## config.mk

```make
export PLATFORM = sky130hd
export DESIGN_NAME = usbf_mem_sched_flat
export DESIGN_NICKNAME = d
export VERILOG_FILES = /design/src/rtl/usbf_mem_sched_if.sv /design/src/rtl/usbf_mem_sched.sv /design/src/flat_wrapper.sv
export SDC_FILE = /design/constraint.sdc
export NUM_CORES = 1
export LEC_CHECK = 0
export ABC_AREA = 0
export CORE_AREA = 2 2 127 129
export DETAILED_ROUTE_END_ITERATION = 12
export DIE_AREA = 0 0 129 131
export GPL_TIMING_DRIVEN = 0
export PLACE_DENSITY_LB_ADDON = 0.25
export SLEW_MARGIN = 20
export SYNTH_ARGS = -nofsm -noshare
export SYNTH_HDL_FRONTEND = slang
export SYNTH_SLANG_ARGS = --single-unit
```

## constraint.sdc

```tcl
create_clock -name phy_clk -period 2.6 [get_ports phy_clk]
set_input_delay 0.52 -clock phy_clk [delete_from_list [all_inputs] [get_ports phy_clk]]
set_output_delay 0.52 -clock phy_clk [all_outputs]
set_load 0.1 [all_outputs]
```

## src/rtl/usbf_mem_sched_if.sv

```systemverilog
// Bus bundle between the SSRAM access scheduler, its three requesters and the
// single-port packet SSRAM.
//   sram_*  : SSRAM address/data/strobes (sram_din valid the cycle after address)
//   rN_*    : per-requester req/ack access channel, N = 0 (IDMA), 1 (WISHBONE), 2 (aux)
//   owner   : requester currently in its ACK phase, 3 = none
// Modport master is the scheduler; slave is the requester/SSRAM side.
interface usbf_mem_sched_if #(
    parameter int unsigned SSRAM_HADR = 14
);
    localparam int unsigned AW = SSRAM_HADR + 1;

    logic [AW-1:0] sram_adr;
    logic [31:0]   sram_dout;
    logic [31:0]   sram_din;
    logic          sram_we;
    logic          sram_re;

    logic          r0_req, r1_req, r2_req;
    logic          r0_we,  r1_we,  r2_we;
    logic [AW-1:0] r0_adr, r1_adr, r2_adr;
    logic [31:0]   r0_din, r1_din, r2_din;
    logic [31:0]   r0_dout, r1_dout, r2_dout;
    logic          r0_ack, r1_ack, r2_ack;

    logic [1:0]    owner;

    modport master (
        output sram_adr, sram_dout, sram_we, sram_re,
        input  sram_din,
        input  r0_req, r1_req, r2_req, r0_we, r1_we, r2_we,
        input  r0_adr, r1_adr, r2_adr, r0_din, r1_din, r2_din,
        output r0_dout, r1_dout, r2_dout, r0_ack, r1_ack, r2_ack,
        output owner
    );

    modport slave (
        input  sram_adr, sram_dout, sram_we, sram_re,
        output sram_din,
        output r0_req, r1_req, r2_req, r0_we, r1_we, r2_we,
        output r0_adr, r1_adr, r2_adr, r0_din, r1_din, r2_din,
        input  r0_dout, r1_dout, r2_dout, r0_ack, r1_ack, r2_ack,
        input  owner
    );
endinterface

```

## src/rtl/usbf_mem_sched.sv

```systemverilog
// Three-requester SSRAM access scheduler. Each access takes an ISSUE cycle
// (winner drives the SSRAM) followed by an ACK cycle (winner gets rN_ack and
// read data). Arbitration: starved r1/r2 first, then burst continuation of the
// previous owner, then r0, then r1/r2 round-robin.
//   phy_clk : clock
//   rst     : synchronous active-high reset
//   bus     : scheduler side of usbf_mem_sched_if (SSRAM + requester channels)
module usbf_mem_sched #(
    parameter int unsigned SSRAM_HADR = 14,
    parameter int unsigned MAX_BURST  = 4,
    parameter int unsigned STARVE_LIM = 8
) (
    input  logic             phy_clk,
    input  logic             rst,
    usbf_mem_sched_if.master bus
);
    localparam int unsigned AW   = SSRAM_HADR + 1;
    localparam int unsigned CW   = 4;
    localparam logic [1:0]  NONE = 2'd3;

    typedef enum logic {ST_ISSUE, ST_ACK} state_t;

    state_t          state_q, state_d;
    logic [1:0]      last_q, last_d;        // owner of the most recent grant
    logic [CW-1:0]   burst_q, burst_d;
    logic [1:0]      rr_last_q, rr_last_d;
    logic [CW-1:0]   wait1_q, wait1_d;
    logic [CW-1:0]   wait2_q, wait2_d;

    // Requester channels as index-able vectors; slot 3 is a permanently idle dummy
    logic [3:0]      req_v;
    logic [3:0]      we_v;
    logic [AW-1:0]   adr_v [4];
    logic [31:0]     din_v [4];

    assign req_v    = {1'b0, bus.r2_req, bus.r1_req, bus.r0_req};
    assign we_v     = {1'b0, bus.r2_we,  bus.r1_we,  bus.r0_we};
    assign adr_v[0] = bus.r0_adr;
    assign adr_v[1] = bus.r1_adr;
    assign adr_v[2] = bus.r2_adr;
    assign adr_v[3] = '0;
    assign din_v[0] = bus.r0_din;
    assign din_v[1] = bus.r1_din;
    assign din_v[2] = bus.r2_din;
    assign din_v[3] = '0;

    // Winner selection
    logic       starve1, starve2, cont, win_vld;
    logic [1:0] rr_pick, win;

    always_comb begin
        starve1 = req_v[1] && (wait1_q == CW'(STARVE_LIM));
        starve2 = req_v[2] && (wait2_q == CW'(STARVE_LIM));
        cont    = (last_q != NONE) && req_v[last_q] && (burst_q < CW'(MAX_BURST));
        win_vld = |req_v;
        if (req_v[1] && req_v[2]) begin
            rr_pick = (rr_last_q == 2'd1) ? 2'd2 : 2'd1;
        end else if (req_v[1]) begin
            rr_pick = 2'd1;
        end else begin
            rr_pick = 2'd2;
        end

        if (starve1 && starve2) begin
            win = (rr_last_q == 2'd1) ? 2'd2 : 2'd1;
        end else if (starve1) begin
            win = 2'd1;
        end else if (starve2) begin
            win = 2'd2;
        end else if (cont) begin
            win = last_q;
        end else if (req_v[0]) begin
            win = 2'd0;
        end else begin
            win = rr_pick;
        end
    end

    // Next state, bookkeeping and SSRAM/ack outputs
    logic          sram_we_c, sram_re_c;
    logic [AW-1:0] sram_adr_c;
    logic [31:0]   sram_dout_c;
    logic [3:0]    ack_c;

    always_comb begin
        state_d     = state_q;
        last_d      = last_q;
        burst_d     = burst_q;
        rr_last_d   = rr_last_q;
        wait1_d     = wait1_q;
        wait2_d     = wait2_q;
        sram_we_c   = 1'b0;
        sram_re_c   = 1'b0;
        sram_adr_c  = '0;
        sram_dout_c = '0;
        ack_c       = 4'b0000;

        case (state_q)
            ST_ISSUE: begin
                if (win_vld) begin
                    sram_adr_c  = adr_v[win];
                    sram_dout_c = din_v[win];
                    sram_we_c   = we_v[win];
                    sram_re_c   = !we_v[win];
                    state_d     = ST_ACK;
                    last_d      = win;
                    if (win == last_q) begin
                        burst_d = (burst_q == '1) ? burst_q : CW'(burst_q + 1'b1);
                    end else begin
                        burst_d = CW'(1);
                    end
                    if (win != 2'd0) begin
                        rr_last_d = win;
                    end
                    // Losing while requesting ages a requester toward forced service
                    if (win == 2'd1) begin
                        wait1_d = '0;
                    end else if (req_v[1] && (wait1_q < CW'(STARVE_LIM))) begin
                        wait1_d = CW'(wait1_q + 1'b1);
                    end
                    if (win == 2'd2) begin
                        wait2_d = '0;
                    end else if (req_v[2] && (wait2_q < CW'(STARVE_LIM))) begin
                        wait2_d = CW'(wait2_q + 1'b1);
                    end
                end
            end
            ST_ACK: begin
                ack_c[last_q] = 1'b1;
                state_d       = ST_ISSUE;
            end
            default: state_d = ST_ISSUE;
        endcase
    end

    always_ff @(posedge phy_clk) begin
        if (rst) begin
            state_q   <= ST_ISSUE;
            last_q    <= NONE;
            burst_q   <= '0;
            rr_last_q <= 2'd2;
            wait1_q   <= '0;
            wait2_q   <= '0;
        end else begin
            state_q   <= state_d;
            last_q    <= last_d;
            burst_q   <= burst_d;
            rr_last_q <= rr_last_d;
            wait1_q   <= wait1_d;
            wait2_q   <= wait2_d;
        end
    end

    // Reset masks strobes and acks in the same cycle so an interrupted ACK never completes
    assign bus.sram_adr  = sram_adr_c;
    assign bus.sram_dout = sram_dout_c;
    assign bus.sram_we   = sram_we_c && !rst;
    assign bus.sram_re   = sram_re_c && !rst;
    assign bus.r0_ack    = ack_c[0] && !rst;
    assign bus.r1_ack    = ack_c[1] && !rst;
    assign bus.r2_ack    = ack_c[2] && !rst;
    assign bus.r0_dout   = bus.sram_din;
    assign bus.r1_dout   = bus.sram_din;
    assign bus.r2_dout   = bus.sram_din;
    assign bus.owner     = (state_q == ST_ACK && !rst) ? last_q : NONE;

endmodule

```

## src/flat_wrapper.sv

```systemverilog
// flat-port wrapper written by rule: the top's interface ports become plain ports
module usbf_mem_sched_flat 
#(
    parameter int unsigned SSRAM_HADR = 14,
    parameter int unsigned MAX_BURST  = 4,
    parameter int unsigned STARVE_LIM = 8
)
  (phy_clk, rst, bus_sram_adr, bus_sram_dout, bus_sram_we, bus_sram_re, bus_sram_din, bus_r0_req, bus_r1_req, bus_r2_req, bus_r0_we, bus_r1_we, bus_r2_we, bus_r0_adr, bus_r1_adr, bus_r2_adr, bus_r0_din, bus_r1_din, bus_r2_din, bus_r0_dout, bus_r1_dout, bus_r2_dout, bus_r0_ack, bus_r1_ack, bus_r2_ack, bus_owner);
  usbf_mem_sched_if #(.SSRAM_HADR(SSRAM_HADR)) bus_i ();
  input  logic phy_clk;
  input  logic rst;
  output wire logic [$bits(bus_i.sram_adr)-1:0] bus_sram_adr;
  output wire logic [$bits(bus_i.sram_dout)-1:0] bus_sram_dout;
  output wire logic [$bits(bus_i.sram_we)-1:0] bus_sram_we;
  output wire logic [$bits(bus_i.sram_re)-1:0] bus_sram_re;
  input wire logic [$bits(bus_i.sram_din)-1:0] bus_sram_din;
  input wire logic [$bits(bus_i.r0_req)-1:0] bus_r0_req;
  input wire logic [$bits(bus_i.r1_req)-1:0] bus_r1_req;
  input wire logic [$bits(bus_i.r2_req)-1:0] bus_r2_req;
  input wire logic [$bits(bus_i.r0_we)-1:0] bus_r0_we;
  input wire logic [$bits(bus_i.r1_we)-1:0] bus_r1_we;
  input wire logic [$bits(bus_i.r2_we)-1:0] bus_r2_we;
  input wire logic [$bits(bus_i.r0_adr)-1:0] bus_r0_adr;
  input wire logic [$bits(bus_i.r1_adr)-1:0] bus_r1_adr;
  input wire logic [$bits(bus_i.r2_adr)-1:0] bus_r2_adr;
  input wire logic [$bits(bus_i.r0_din)-1:0] bus_r0_din;
  input wire logic [$bits(bus_i.r1_din)-1:0] bus_r1_din;
  input wire logic [$bits(bus_i.r2_din)-1:0] bus_r2_din;
  output wire logic [$bits(bus_i.r0_dout)-1:0] bus_r0_dout;
  output wire logic [$bits(bus_i.r1_dout)-1:0] bus_r1_dout;
  output wire logic [$bits(bus_i.r2_dout)-1:0] bus_r2_dout;
  output wire logic [$bits(bus_i.r0_ack)-1:0] bus_r0_ack;
  output wire logic [$bits(bus_i.r1_ack)-1:0] bus_r1_ack;
  output wire logic [$bits(bus_i.r2_ack)-1:0] bus_r2_ack;
  output wire logic [$bits(bus_i.owner)-1:0] bus_owner;
  assign bus_sram_adr = bus_i.sram_adr;
  assign bus_sram_dout = bus_i.sram_dout;
  assign bus_sram_we = bus_i.sram_we;
  assign bus_sram_re = bus_i.sram_re;
  assign bus_i.sram_din = bus_sram_din;
  assign bus_i.r0_req = bus_r0_req;
  assign bus_i.r1_req = bus_r1_req;
  assign bus_i.r2_req = bus_r2_req;
  assign bus_i.r0_we = bus_r0_we;
  assign bus_i.r1_we = bus_r1_we;
  assign bus_i.r2_we = bus_r2_we;
  assign bus_i.r0_adr = bus_r0_adr;
  assign bus_i.r1_adr = bus_r1_adr;
  assign bus_i.r2_adr = bus_r2_adr;
  assign bus_i.r0_din = bus_r0_din;
  assign bus_i.r1_din = bus_r1_din;
  assign bus_i.r2_din = bus_r2_din;
  assign bus_r0_dout = bus_i.r0_dout;
  assign bus_r1_dout = bus_i.r1_dout;
  assign bus_r2_dout = bus_i.r2_dout;
  assign bus_r0_ack = bus_i.r0_ack;
  assign bus_r1_ack = bus_i.r1_ack;
  assign bus_r2_ack = bus_i.r2_ack;
  assign bus_owner = bus_i.owner;
  usbf_mem_sched #(.SSRAM_HADR(SSRAM_HADR), .MAX_BURST(MAX_BURST), .STARVE_LIM(STARVE_LIM)) u_core (.phy_clk(phy_clk), .rst(rst), .bus(bus_i));
endmodule
```

==> results of run 1 <==
==> routing by layer <==
layer  GRT usage  part of all wire  vias up
met4      0.0320             0.014        0
met1       0.171              0.36     1897
met3      0.0224             0.068       14
met5           0                 0        -
met2       0.302              0.56      198
li1            -                 -     1985
==> worst min path at each step <==
stage	end	start	cells after the start
5_1_grt	u_core.wait1_q[1]$_SDFFE_PP0P_	u_core.wait1_q[1]$_SDFFE_PP0P_	2
3_5_place_dp	u_core.rr_last_q[1]$_SDFFE_PP1P_	u_core.rr_last_q[1]$_SDFFE_PP1P_	2
3_3_place_gp	u_core.rr_last_q[1]$_SDFFE_PP1P_	u_core.rr_last_q[1]$_SDFFE_PP1P_	2
4_1_cts	u_core.rr_last_q[0]$_SDFFE_PP0P_	u_core.rr_last_q[0]$_SDFFE_PP0P_	2
6_report	u_core.rr_last_q[0]$_SDFFE_PP0P_	u_core.rr_last_q[0]$_SDFFE_PP0P_	2
2_1_floorplan	u_core.rr_last_q[1]$_SDFFE_PP1P_	u_core.rr_last_q[1]$_SDFFE_PP1P_	2
==> stage by stage <==
| stage | setup WS (ns) | setup TNS (ns) | cell area (µm²) |
|---|---|---|---|
| after global routing | -0.376 | -16.58 | 7840 |
| after global placement | -2.10 | -108.55 | 6810 |
| after floorplan | -0.517 | -15.27 | 3560 |
| final | -0.304 | -12.61 | 7840 |
| after detailed placement | -2.14 | -111.22 | 6820 |
| after CTS | -0.311 | -14.19 | 7480 |
==> power by group through the flow <==
stage | registers [W] | logic (W) | clock network [W]
global route | 0.000298 | 0.00373 | 0.000325
CTS | 0.000294 | 0.00345 | 0.000311
floorplan | 0.000295 | 0.00234 | 0
finish | 0.000296 | 0.00361 | 0.000309
detailed placement | 0.000299 | 0.00310 | 0
global placement | 0.000298 | 0.00308 | 0
==> area by class of cell <==
| type | count | share of cell area |
|---|---|---|
| Buffer | 117 | 0.122 |
| Clock buffer | 4 | 0.0101 |
| Inverter | 8 | 0.00431 |
| Multi-Input combinational cell | 254 | 0.316 |
| Sequential cell | 17 | 0.0449 |
| Tap cell | 216 | 0.0345 |
| Timing Repair Buffer | 318 | 0.468 |
==> cells in the final DEF, fill, tap and decap left out, drive strengths merged, types with 2 or more instances in the layout <==
cell type      instances
a21oi                 58
nor2b                  2
nand4                  4
xnor2                  3
o21ai                  7
nor3b                  2
or3                    3
nor3                   5
a22oi                 47
inv                    7
clkbuf                16
o31a                   2
dfxtp                 17
and2                   2
nor4b                  2
nand2b                 4
o22ai                  2
o2111ai                2
buf                  180
a31oi                  2
nand3                  6
ha                     5
nor2                  11
and4b                  2
nor4                   2
nand2                 56
a211o                  2
clkdlybuf4s50        241
==> sequential cells by signal (all words and copies together) (netlist names) <==
register and flops:
u_core.burst_q 4, u_core.wait1_q 4, u_core.wait2_q 4, u_core.last_q 2, u_core.rr_last_q 2, u_core.state_q 1
==> worst reg2reg max path: cells and delay by family, from the launching register on <==
kind	cells	cell delay [ns]
simple gates	3	0.88
buf+inv	1	0.07
compound gates	3	0.69
fa+ha+maj	1	0.22
flops	1	0.37
==> kinds of logic (layout without fill, tap and decap cells) <==
logic type,after synthesis,in the layout,share of synthesized area
flip-flops,17,17,0.121
AO/OA/AOI/OAI,135,136,0.334
AND/OR/NAND/NOR,109,109,0.194
multiplexers,1,1,0.00354
XOR/XNOR,3,3,0.00931
adder cells (fa/ha/maj),5,5,0.0222
buffers and inverters,127,447,0.316
==> repair_timing <==
action | 4_1_cts | 5_1_grt
gates resized for setup | 509 | 52
hold buffers | 0 | 0
endpoints found under the setup margin | 63 | 52
setup buffers | 8 | 8
pin swaps | 10 | 13
gates cloned | 1 | 4
==> metrics.yaml, run 1 <==
status:
  status: "finished, violations left"
  violations: "setup timing"
floorplan:
  rows: 46
  start_util: 0.181
  num_io_pins: 331
  core_area_mm2: 0.0156
  dieWidth_um: 129
  fp.dieH_um: 131
  die_area_mm2: 0.0169
synthesis:
  yosys-top-cells-area: "buf_4, dfxtp_1, a22oi_1"
  syn_inst: 397
  synthesis.nets: 583
  async_reset_ff_frac: 0
  avgSynthCellArea_um2: 7.11
  ys_warn_count: 0
  synth_top_area_share: 0.258
  ys_dominant_reg_cell: "dfxtp_1"
  synth_common_cells: "buf_4, nand2_1, a21oi_1"
  synth_edf_count: 0
  yosysTopAreaCell: "buf_4"
  yosys_register_bits: 17
  synth_seq_area_share: 0.121
  synth_area_mm2: 0.00282
  ys_types: 59
  synth_most_common_cell: "buf_4"
final_layout:
  fillers: 1419
  areaGrowthSynthToFinish_pct: 178
  stdcell_count: 934
  final_util: 0.502
  nNetsFinal: 905
  seq_area_um2: 352
  multiInputGateArea_mm2: 0.00247
  diodes: 0
  drive_above_1_share: 0.461
route:
  drc_errors: 0
  final_antenna_net_count: 0
  drt_iter0_markers: 131
  wl_mm: 14.8
  wl_per_cell_um: 15.8
  vias: 4094
  via_per_inst: 4.38
  firstDrtPassIters: 4
cts:
  cts_root_buffer: "clkbuf_16"
  worstSkewPairLatency_ns: 0.25
  cts_tree: "built"
  cts.sink_count: 17
  cts_max_level: 1
  cts_buffer_depth: 2
  cts.clk_slew.worst_paths_ns: 0.05
  numCtsBuffers: 3
timing:
  layout_worst_path_cycle_share: 1.12
  setup_ws_ns: -0.304
  slew_headroom: 0.340
  fmax_mhz: 344
  skew_ns: 0.00179
  setup_viol: 49
  rsz0062_at_grt: "true"
  fin_crit_ns: 2.90
  max_slew.worst_pin.slew_ns: 0.987
  finalHoldViolCount: 0
  hold_ws_ns: 0.499
  finalMaxSlewViolations: 0
critical_path:
  critPathMaxStageDelay_ns: 0.34
  cpMostUsedCell: "buf_6"
  critPathCapture: "bus_sram_we"
  path_max_fanout: 5
  critPathTopFamily: "simple AND/OR/NAND/NOR gates"
  worst-setup-path-type: "reg2out"
  cp-start-kind: "flop"
  required_ns: 2.08
  crit_arrival_ns: 2.38
  r2r-end: "u_core.burst_q[2]$_SDFFE_PP0P_"
  r2r_setup_slack_ns: 0.32
  r2r-start: "u_core.wait2_q[0]$_SDFFE_PP0P_"
  crit_cells: 10
  crit_buf_inv: 4
  startpoint: "u_core.last_q[0]$_SDFFE_PP1P_"
  crit_slowest_cell: "or3_4"
  reg2reg_depth: 8
  end_kind: "output pin"
  cp_cell_sequence: "buf_6, or3_4, o2111ai_4, a22o_4, nor4b_4, buf_6, buf_6, and2b_2, nor4b_4, buf_6"
power:
  switching_power_w: 0.00238
  power_density_mw_per_mm2: 537
  p_leak_nw: 2.96
  seqPwrFrac: 0.070
  power_w: 0.00421
  combinationalPowerShare: 0.856
  swShare: 0.565
  ir_worst_vdd_mv: 0.370
  p_clk_frac: 0.073
  intPower_w: 0.00183
grt:
  grt_pass1_vias: 4122
  antenna_found_initial: 0
  gr-total-overflow: 0
  grt_max_degree: 13
  grtUsageTotal: 0.152
  grt_pass1_wl_mm: 20.8
placed_design:
  dp_cells: 911
  port_buffers: 298
  dpl.hpwl_mm: 11.8
  gp_congestion: 0.775
job:
  drv_cap: 0
min_path:
  hp-class: "reg2reg"
Note: power is estimated with default switching activity, not from simulation.
==> inputs of run 2 (changes only) <==
--- a/config.mk
+++ b/config.mk
@@ -15,3 +15,4 @@
 export SYNTH_ARGS = -nofsm -noshare
 export SYNTH_HDL_FRONTEND = slang
 export SYNTH_SLANG_ARGS = --single-unit
+export TNS_END_PERCENT = 30
==> constraint.sdc (replaced) <==
create_clock -name phy_clk -period 2.6 [get_ports phy_clk]
set_input_delay 0.65 -clock phy_clk [delete_from_list [all_inputs] [get_ports phy_clk]]
set_output_delay 0.65 -clock phy_clk [all_outputs]
set_load 0.1 [all_outputs]
==> metrics.yaml, run 2 (synthesis results as in run 1) <==
final_layout:
  seq_area_um2: 345  # was 352 µm²
  fillers: 1460  # was 1419
  final_cell_mix: "clkdlybuf4s50_1, buf_4, buf_12, nand2_1, a21oi_4"  # was clkdlybuf4s50_1, buf_4, nand2_1
  reg_top3: "u_core.burst_q: 4 flops, u_core.wait1_q: 4 flops, u_core.wait2_q: 4 flops"  # unchanged
  nNetsFinal: 908  # was 905
  stdcell_count: 937  # was 934
  areaGrowthSynthToFinish_pct: 178  # about the same
  mostFrequentLayoutCell: "clkdlybuf4s50_1"  # unchanged
  diodes: 0  # unchanged
  drive_above_1_share: 0.445  # was 0.461
  multiInputGateArea_mm2: 0.00242  # was 0.00247 mm²
floorplan:
  core_area_mm2: 0.0156  # unchanged
  fp.dieH_um: 131  # unchanged
  num_io_pins: 331  # unchanged
  rows: 46  # unchanged
  dieWidth_um: 129  # unchanged
  die_area_mm2: 0.0169  # unchanged
  start_util: 0.181  # unchanged
cts:
  cts_buffer_depth: 2  # unchanged
  cts.sink_count: 17  # unchanged
  numCtsBuffers: 3  # unchanged
  cts.clk_slew.worst_paths_ns: 0.05  # about the same
  cts_tree: "built"  # unchanged
  cts_root_buffer: "clkbuf_16"  # unchanged
  worstSkewPairLatency_ns: 0.25  # about the same
  cts_max_level: 1  # unchanged
critical_path:
  path_max_fanout: 7  # was 5
  worst-setup-path-type: "in2out"  # was reg2out
  end_kind: "output pin"  # unchanged
  cp-start-kind: "primary input"  # was flop
  required_ns: 1.95  # was 2.08 ns
  crit_arrival_ns: 2.47  # was 2.38 ns
timing:
  setup_viol: 49  # unchanged
  setup_ws_ns: -0.521  # was -0.304 ns
  fin_crit_ns: 3.12  # was 2.90 ns
  fmax_mhz: 320  # was 344 MHz
  skew_ns: 0.00112  # was 0.00179 ns
  max_slew.worst_pin.slew_ns: 0.982  # was 0.987 ns
  finalMaxSlewViolations: 0  # unchanged
  hold_ws_ns: 0.499  # about the same
  rsz0062_at_grt: "true"  # unchanged
  layout_worst_path_cycle_share: 1.20  # was 1.12
  finalHoldViolCount: 0  # unchanged
  slew_headroom: 0.343  # was 0.340
status:
  status: "finished, violations left"  # unchanged
  violations: "setup timing"  # unchanged
placed_design:
  dp_cells: 911  # unchanged
  post-place-ws_ns: -2.37  # was -2.14 ns
  dpl.hpwl_mm: 12.9  # was 11.8 mm
  gp_congestion: 0.823  # was 0.775
  port_buffers: 298  # unchanged
route:
  vias: 4093  # was 4094
  firstDrtPassIters: 4  # unchanged
  final_antenna_net_count: 0  # unchanged
  wl_per_cell_um: 16.8  # was 15.8 µm
  wl_mm: 15.7  # was 14.8 mm
  drt_iter0_markers: 119  # was 131
  drc_errors: 0  # unchanged
  via_per_inst: 4.37  # was 4.38
grt:
  grt_max_degree: 11  # was 13
  grt_pass1_wl_mm: 21.7  # was 20.8 mm
  antenna_found_initial: 0  # unchanged
  grt_pass1_vias: 4087  # was 4122
  grtUsageTotal: 0.165  # was 0.152
  gr-total-overflow: 0  # unchanged
power:
  p_leak_nw: 3.00  # was 2.96 nW
  ir_worst_vdd_mv: 0.290  # was 0.370 mV
  power_w: 0.00426  # was 0.00421 W
  power_density_mw_per_mm2: 542  # was 537 mW/mm²
job:
  drv_cap: 0  # unchanged
min_path:
  hp-class: "reg2reg"  # unchanged
-- run 2: cell count changes in the layout (fill, tap and decap cells not counted), sizes merged --
cell | previous run | this run
buf | 180 | 184
clkinv | 0 | 1
clkdlybuf4s50 | 241 | 240
dlygate4sd2 | 0 | 1
clkdlybuf4s18 | 1 | 0
clkdlybuf4s15 | 1 | 0
-- run 2: final cells by class --
cell class	count	share of cell area
Multi-Input combinational cell	254	0.308
Buffer	118	0.123
Clock inverter	1	0.000637
Timing Repair Buffer	320	0.476
Clock buffer	3	0.00956
Tap cell	216	0.0344
Inverter	8	0.00430
Sequential cell	17	0.0440
-- run 2: final timing paths --
kind	from	end	slack, ns	depth (start not counted)
worst max-delay path	bus_r2_req	bus_sram_adr[2]	-0.52	11
worst min-delay path	u_core.rr_last_q[1]$_SDFFE_PP1P_	u_core.rr_last_q[1]$_SDFFE_PP1P_	0.50	2
worst max register to register	u_core.wait2_q[0]$_SDFFE_PP0P_	u_core.burst_q[2]$_SDFFE_PP0P_	0.36	8
worst min register to register	u_core.rr_last_q[1]$_SDFFE_PP1P_	u_core.rr_last_q[1]$_SDFFE_PP1P_	0.50	2
-- run 2: layer usage --
metal,vias to the layer above,routed length (µm),track usage
met4,0,221,0.0435
met2,187,9020,0.331
li1,1984,-,-
met5,-,0,0
met3,19,973,0.0248
met1,1903,5510,0.177
-- run 2: what timing repair did --
action / in CTS / in global routing
hold buffers: 0 / 0
pin swaps: 20 / 21
setup endpoints to repair: 67 / 52
buffers inserted: 8 / 10
cloned: 1 / 4
gates resized for setup: 544 / 35
-- run 2: power by group --
group,switching (W),internal [W]
clock,0.000109,0.000206
combinational,0.00228,0.00137
sequential,0.0000176,0.000277
total,0.00241,0.00185
-- run 2: critical path: stages --
cell	delay [ns]
buf_12	0.11
and3b_4	0.20
o21ba_4	0.21
o22ai_4	0.16
nor4b_4	0.23
buf_6	0.22
buf_12	0.13
buf_16	0.11
a22oi_2	0.09
a21oi_4	0.18
buf_12	0.19
-- run 2: through the flow --
step,util,area [µm²],TNS [ns]
after global routing,0.504,7860,-25.53
after detailed placement,0.430,6710,-124.04
final,0.504,7860,-22.62
after CTS,0.484,7560,-26.03
after global placement,0.430,6710,-125.86
after floorplan,-,3450,-29.62
==> inputs of run 3 (changes only) <==
--- a/config.mk
+++ b/config.mk
@@ -6,9 +6,11 @@
 export NUM_CORES = 1
 export LEC_CHECK = 0
 export ABC_AREA = 0
-export CORE_AREA = 2 2 127 129
+export CELL_PAD_IN_SITES_DETAIL_PLACEMENT = 0
+export CELL_PAD_IN_SITES_GLOBAL_PLACEMENT = 2
+export CORE_MARGIN = 2
+export CORE_UTILIZATION = 12
 export DETAILED_ROUTE_END_ITERATION = 12
-export DIE_AREA = 0 0 129 131
 export GPL_TIMING_DRIVEN = 0
 export PLACE_DENSITY_LB_ADDON = 0.25
 export SLEW_MARGIN = 20
==> metrics.yaml, run 3 (synthesis results as in run 1) <==
status:
  status: "finished, violations left"  # unchanged
  violations: "setup timing"  # unchanged
cts:
  worstSkewPairLatency_ns: 0.25  # about the same
  cts_root_buffer: "clkbuf_16"  # unchanged
  cts_max_level: 1  # unchanged
  cts_buffer_depth: 2  # unchanged
  postCtsHoldBufs: 0  # unchanged
  cts.sink_count: 17  # unchanged
  cts_tree: "built"  # unchanged
  cts.clk_slew.worst_paths_ns: 0.05  # about the same
  numCtsBuffers: 3  # unchanged
floorplan:
  rows: 56  # was 46
  fp.dieH_um: 157  # was 131 µm
  num_io_pins: 331  # unchanged
  start_util: 0.121  # was 0.181
  core_area_mm2: 0.0233  # was 0.0156 mm²
  dieWidth_um: 157  # was 129 µm
  die_area_mm2: 0.0248  # was 0.0169 mm²
final_layout:
  areaGrowthSynthToFinish_pct: 177  # was 178%
  nNetsFinal: 900  # was 908
  reg_top3: "u_core.burst_q: 4 flops, u_core.wait1_q: 4 flops, u_core.wait2_q: 4 flops"  # unchanged
  stdcell_count: 1033  # was 937
  mostFrequentLayoutCell: "clkdlybuf4s50_1"  # unchanged
  final_cell_mix: "clkdlybuf4s50_1, buf_4, buf_12"  # was clkdlybuf4s50_1, buf_4, buf_12, nand2_1, a21oi_4
  drive_above_1_share: 0.435  # was 0.445
route:
  drc_errors: 0  # unchanged
  vias: 4042  # was 4093
  drt_iter0_markers: 143  # was 119
  wl_mm: 16.5  # was 15.7 mm
  via_per_inst: 3.91  # was 4.37
  wl_per_cell_um: 16.0  # was 16.8 µm
  firstDrtPassIters: 4  # unchanged
  final_antenna_net_count: 0  # unchanged
timing:
  finalHoldViolCount: 0  # unchanged
  slew_headroom: 0.341  # was 0.343
  finalMaxSlewViolations: 0  # unchanged
  setup_ws_ns: -0.564  # was -0.521 ns
  fmax_mhz: 316  # was 320 MHz
  setup_viol: 49  # unchanged
  skew_ns: 0.00446  # was 0.00112 ns
  fin_crit_ns: 3.16  # was 3.12 ns
  max_slew.worst_pin.slew_ns: 0.985  # was 0.982 ns
  rsz0062_at_grt: "true"  # unchanged
  layout_worst_path_cycle_share: 1.22  # was 1.20
power:
  p_leak_nw: 2.94  # was 3.00 nW
  ir_worst_vdd_mv: 0.242  # was 0.290 mV
  power_density_mw_per_mm2: 537  # was 542 mW/mm²
  power_w: 0.00420  # was 0.00426 W
job:
  drv_cap: 0  # unchanged
critical_path:
  end_kind: "output pin"  # unchanged
  crit_arrival_ns: 2.51  # was 2.47 ns
  required_ns: 1.95  # about the same
  cp-start-kind: "primary input"  # unchanged
  worst-setup-path-type: "in2out"  # unchanged
  path_max_fanout: 6  # was 7
placed_design:
  port_buffers: 298  # unchanged
  dpl.hpwl_mm: 13.7  # was 12.9 mm
  post-place-ws_ns: -2.54  # was -2.37 ns
  dp_cells: 1014  # was 911
  gp_congestion: 0.802  # was 0.823
grt:
  grt_pass1_vias: 4176  # was 4087
  grtUsageTotal: 0.121  # was 0.165
  grt_max_degree: 11  # unchanged
  gr-total-overflow: 0  # unchanged
  antenna_found_initial: 1  # was 0
  grt_pass1_wl_mm: 23.2  # was 21.7 mm
min_path:
  hp-class: "reg2reg"  # unchanged
run 3: stage by stage:
stage	hold slack (ns)	cell area, µm²	TNS [ns]	util
floorplan	0.444	3450	-29.62	-
global placement	0.475	6830	-134.60	0.294
detailed placement	0.483	6840	-132.41	0.294
CTS	0.493	7700	-26.42	0.331
global route	0.503	7820	-28.97	0.336
finish	0.489	7830	-25.35	0.336
run 3: per-layer routing:
metal,global-route usage,part of all wire,vias up
li1,-,-,1963
met1,0.131,0.35,1882
met5,0,0,-
met3,0.0339,0.079,10
met4,0.0208,0.0084,0
met2,0.236,0.56,187
run 3: final timing paths:
kind                                     from                               end  slack, ns  cells past startpoint
max                                bus_r2_req                       bus_sram_re      -0.56                     10
min          u_core.rr_last_q[1]$_SDFFE_PP1P_  u_core.rr_last_q[1]$_SDFFE_PP1P_       0.49                      2
max reg2reg    u_core.wait2_q[0]$_SDFFE_PP0P_    u_core.burst_q[2]$_SDFFE_PP0P_       0.35                      8
min reg2reg  u_core.rr_last_q[1]$_SDFFE_PP1P_  u_core.rr_last_q[1]$_SDFFE_PP1P_       0.49                      2
run 3: area by class of cell:
type	count	area (µm²)
Clock buffer	4	78.8
Buffer	119	968
Fill cell	2410	15400
Sequential cell	17	344
Inverter	8	30.0
Tap cell	319	399
Multi-Input combinational cell	253	2380
Timing Repair Buffer	312	3620
Antenna cell	1	2.50
run 3: worst max-delay path, stage by stage:
cell,delay (ns)
buf_12,0.08
and3b_4,0.23
o22ai_4,0.09
a22o_4,0.28
nor4b_4,0.32
buf_12,0.20
buf_12,0.13
and2b_2,0.21
o31a_4,0.15
buf_12,0.16
run 3: where the power goes:
part | switching, W | internal, W
logic | 0.00226 | 0.00132
clock network | 0.000109 | 0.000209
registers | 0.0000184 | 0.000278
run 3: what timing repair did:
item / in CTS / in global routing
endpoints found under the setup margin: 69 / 50
gates cloned: 1 / 0
pin swaps: 13 / 32
setup buffers: 8 / 5
resized for setup: 547 / 22
